--- config.mk ---
export PLATFORM = sky130hd
export DESIGN_NAME = seq_dect_ctrl
export DESIGN_NICKNAME = d
export VERILOG_FILES = /design/src/rtl/seq_dect_ctrl.sv
export SDC_FILE = /design/constraint.sdc
export NUM_CORES = 1
export LEC_CHECK = 0
export BUFFER_PORTS_ARGS = -buffer_cell sky130_fd_sc_hd__buf_2
export CORE_MARGIN = 2
export CORE_UTILIZATION = 57
export CTS_CLUSTER_DIAMETER = 150
export DETAILED_ROUTE_END_ITERATION = 12
export PLACE_DENSITY = 0.82
export SKIP_LAST_GASP = 1
export SLEW_MARGIN = 20
export SYNTH_ARGS = -nofsm -noshare
export SYNTH_HDL_FRONTEND = slang
export SYNTH_SLANG_ARGS = --single-unit
export TNS_END_PERCENT = 100
--- constraint.sdc ---
create_clock -name clk -period 2.73 [get_ports clk]
set_input_delay 0.4095 -clock clk [delete_from_list [all_inputs] [get_ports clk]]
set_output_delay 0.4095 -clock clk [all_outputs]
set_load 0.005 [all_outputs]
--- src/rtl/seq_dect_ctrl.sv ---
// seq_dect_ctrl: streams a frame MSB-first into an external 1011 detector and counts its detections
module seq_dect_ctrl #(
  parameter int WIDTH = 16,
  parameter int CNT_W = 5
) (
  input  logic             clk,
  input  logic             reset,
  input  logic             start,
  input  logic [WIDTH-1:0] data_in,
  input  logic             dect_in,
  output logic             det_rst,
  output logic             seq_out,
  output logic             busy,
  output logic             done,
  output logic [CNT_W-1:0] match_count,
  output logic             hit
);
  localparam int IW = $clog2(WIDTH);
  localparam logic [IW-1:0] LAST = IW'(WIDTH - 1);
  typedef enum logic [2:0] {IDLE, CLR, SHIFT, DRAIN, DONE} state_t;
  state_t state_q, state_d;
  logic [WIDTH-1:0] sr_q, sr_d;
  logic [IW-1:0] idx_q, idx_d;
  logic [CNT_W-1:0] cnt_q, cnt_d;
  logic count_en;
  assign count_en = (state_q == SHIFT || state_q == DRAIN) && dect_in;
  always_comb begin
    state_d = state_q;
    sr_d = sr_q;
    idx_d = idx_q;
    cnt_d = (count_en && !(&cnt_q)) ? cnt_q + 1'b1 : cnt_q;
    case (state_q)
      IDLE: if (start) begin
        state_d = CLR;
        sr_d = data_in;
        idx_d = '0;
        cnt_d = '0;
      end
      CLR: state_d = SHIFT;
      SHIFT: begin
        sr_d = {sr_q[WIDTH-2:0], 1'b0};
        idx_d = idx_q + 1'b1;
        state_d = (idx_q == LAST) ? DRAIN : SHIFT;
      end
      DRAIN: state_d = DONE;
      default: state_d = IDLE;
    endcase
  end
  always_ff @(posedge clk or posedge reset) begin
    if (reset) begin
      state_q <= IDLE;
      sr_q <= '0;
      idx_q <= '0;
      cnt_q <= '0;
    end else begin
      state_q <= state_d;
      sr_q <= sr_d;
      idx_q <= idx_d;
      cnt_q <= cnt_d;
    end
  end
  assign det_rst = state_q == CLR;
  assign seq_out = state_q == SHIFT && sr_q[WIDTH-1];
  assign busy = state_q != IDLE;
  assign done = state_q == DONE;
  assign match_count = cnt_q;
  assign hit = |cnt_q;
endmodule

==> results.toml <==
[timing]
slew_viol_final = 0
max_slew_margin_pct = 59.41
worst_slew_pin_slew_ns = 0.6063
timing.final.hold_violations = 0
setup_viol = 0
fmaxAchievable_ghz = 0.4656
fin_ws_ns = 0.5823
fin_crit_sh_pct = 78.67
clock_skew_ns = 0.01175
fin_setup_tns_ns = 0
fin_crit_ns = 2.148
grt_setup_unrepaired = "no"

[floorplanning]
start_util_pct = 59.94
die_area_sq_um = 3004
rows = 18
die_h_um = 54.81
die_w_um = 54.81
core_sq_um = 2455
io_pins = 30

[global_route]
grt-ovfl-total = 0
antenna_found_initial = 0
grtUsageTotal_pct = 23.94
use_met3_pct = 2.732
gr-usage-met2_pct = 40.48
grt_max_degree = 29
use_met1_pct = 31.22
top_usage_layer = "met2"
grt_pass1_wl_um = 5133
grt_pass1_vias = 1167

[clock_network]
cts-root-buf = "clkbuf_4"
clk_pin_slew_ns = 0.15
ctsHoldBuffers = 0
cts.sinks = 28
cts_tree = "built"
cts_buffers = 3
cts_buffer_depth = 2
htreeDepth = 1
post_cts_buffers = 0
clock_latency_ns = 0.33
cts_resized = 0

[logic_synthesis]
syn_avg_cell_area_sq_um = 10.59
synth_edf_count = 0
ys_warn_count = 0
synth_top_area_share_pct = 47.62
synth_cells = 139
yosysTopAreaCell = "dfrtp_1"
synth_cell_types = 36
netlist_top_cells_area = "dfrtp_1 (48%), a22oi_1 (7.7%), nor2b_1 (4.3%)"
synth_nets = 163
synth_flop_cell = "dfrtp_1"
ys_async_sr_fraction_pct = 100.0
synth_area_sq_um = 1471
ys_seq_area_share_pct = 47.62
ys_seq_elements = 28

[worst_setup_path]
crit_family = "simple AND/OR/NAND/NOR gates"
crit_arrival_ns = 1.74
regToRegEndpoint = "match_count[3]$_DFF_PP0_"
cp.depth = 3
cp-endpoint = "seq_out"
critPathCaptureType = "output pin"
cpPeakStageDelay_ns = 0.58
start_kind = "register"
ff2ff_setup_slack_ns = 0.70
cp_slowest_cell = "dfrtp_1"
r2r_cells = 7
path_buf_inv = 1
path_max_fanout = 10
startpoint = "state_q[1]$_DFFE_PP0P_"
path_cells = "nor3b_2 > and2_1 > buf_2"
worstSetupPathType = "register to output pin"
r2r-start = "match_count[0]$_DFF_PP0_"
required_ns = 2.32

[job]
maxCapViolCount = 0

[placed_design]
gp_congestion = 0.7084
post-dp-hpwl_um = 2277
post-place-ws_ns = 0.7499
port_buffers = 29

[outcome]
status = "finished, final reports clean"

[detailed_routing]
wl_um = 3178
viasPerCell = 6.107
drc = 0
drt-wirelength-per-cell_um = 16.13
vias = 1203
first_pass_iters = 5
drt-initial-drc-count = 14
ant_nets = 0

[power_and_ir_drop]
peakVddDrop_mv = 0.7197
p_leak_uw = 0.0007858
power_density_nw_per_um2 = 1054

[hold_path]
worstHoldPathType = "input pin to async pin"

[layout]
drive_above_1_share_pct = 26.35
syn2layout_area_growth_pct = 13.95
fin_nets = 192
antenna_cells = 0
[final cells by class]
type                            count  area, sq um
Clock buffer                        4        36.28
Fill cell                         204        778.2
Inverter                            6        22.52
Multi-Input combinational cell     94        689.4
Sequential cell                    28        700.7
Tap cell                           30        37.54
Timing Repair Buffer               35        190.2
[Yosys cell counts (all sizes together) (3+ instances only)]
library cell   n
a22oi         15
a31oi          9
buf            7
clkbuf         4
dfrtp         28
ha             4
inv            6
mux2i          3
nor2           9
nor2b         10
nor3b          5
o21ai          9
o2bb2ai        7
[layout by cell type (no fill, tap or decap)]
cell and n:
a31oi_1 9, a22oi_1 15, nor4_1 1, a21oi_1 1, a311o_1 1, mux2i_1 3, and2_1 1, or2_1 1
nor4bb_1 1, o21ai_1 1, buf_2 29, nand3_1 2, clkbuf_4 3, nor2_1 8, xnor2_1 2, a41oi_1 1
a22o_1 2, nor2b_1 10, nor3b_2 1, ha_1 4, nor4b_4 1, dfrtp_1 28, nand2b_1 1, nor2_4 1
clkbuf_8 1, a211oi_1 1, o2bb2ai_1 7, a31o_2 1, nor3b_1 4, o21ai_0 8, and3_1 2, mux2_4 1
nand2_1 2, inv_1 6, nor4b_1 1, buf_4 6
[sequential cells by signal, indices dropped and copies added (netlist names)]
signal / cells
idx_q: 4
match_count: 5
sr_q: 16
state_q: 3
[report_power, final]
part | internal [uW] | leakage [uW] | switching (uW)
clock | 81.6 | 0.0000210 | 119
combinational | 380 | 0.000406 | 420
sequential | 590 | 0.000359 | 176
total | 1050 | 0.000786 | 715
[worst min-delay path by stage]
stage / start / endpoint / slack [ns] / depth (start not counted)
floorplan: sr_q[15]$_DFFE_PP0P_ / sr_q[15]$_DFFE_PP0P_ / 0.45 / 1
global route: reset / match_count[3]$_DFF_PP0_ / 0.15 / 3
global placement: sr_q[15]$_DFFE_PP0P_ / sr_q[15]$_DFFE_PP0P_ / 0.46 / 1
CTS: reset / sr_q[12]$_DFFE_PP0P_ / 0.13 / 3
finish: reset / idx_q[3]$_DFFE_PP0P_ / 0.11 / 3
detailed placement: sr_q[15]$_DFFE_PP0P_ / sr_q[15]$_DFFE_PP0P_ / 0.48 / 1
[tightest hold or removal path: stages]
cell   delay [ns]
buf_2        0.09
inv_1        0.04
buf_4        0.33
[metal layers]
layer / wire [um] / part of all wire [%] / vias to the layer above
li1: - / - / 571
met2: 1583 / 50 / 43
met4: 69 / 2.2 / 0
met3: 159 / 5.0 / 10
met1: 1365 / 43 / 579
met5: 0 / 0 / -
[cell families after synthesis]
kind of cell	share of synthesized area, %
adders and majority gates	3.401
muxes	3.061
xor gates and xnor gates	1.191
DFF	47.62
and+or+nand+nor	16.58
AOI/OAI and AO/OA	22.62
buffers and inverters	5.527
[through the flow]
step | total power, uW | hold slack [ns] | std cells | cell area [sq um] | utilization, %
floorplan | 1336 | 0.4481 | 139 | 1471 | -
global placement | 1509 | 0.4647 | 193 | 1640 | 66.82
detailed placement | 1575 | 0.4756 | 193 | 1640 | 66.82
CTS | 1780 | 0.1263 | 197 | 1677 | 68.30
global route | 1917 | 0.1507 | 197 | 1677 | 68.30
finish | 1767 | 0.1141 | 197 | 1677 | 68.30
Power figures use the tool's default switching activity.
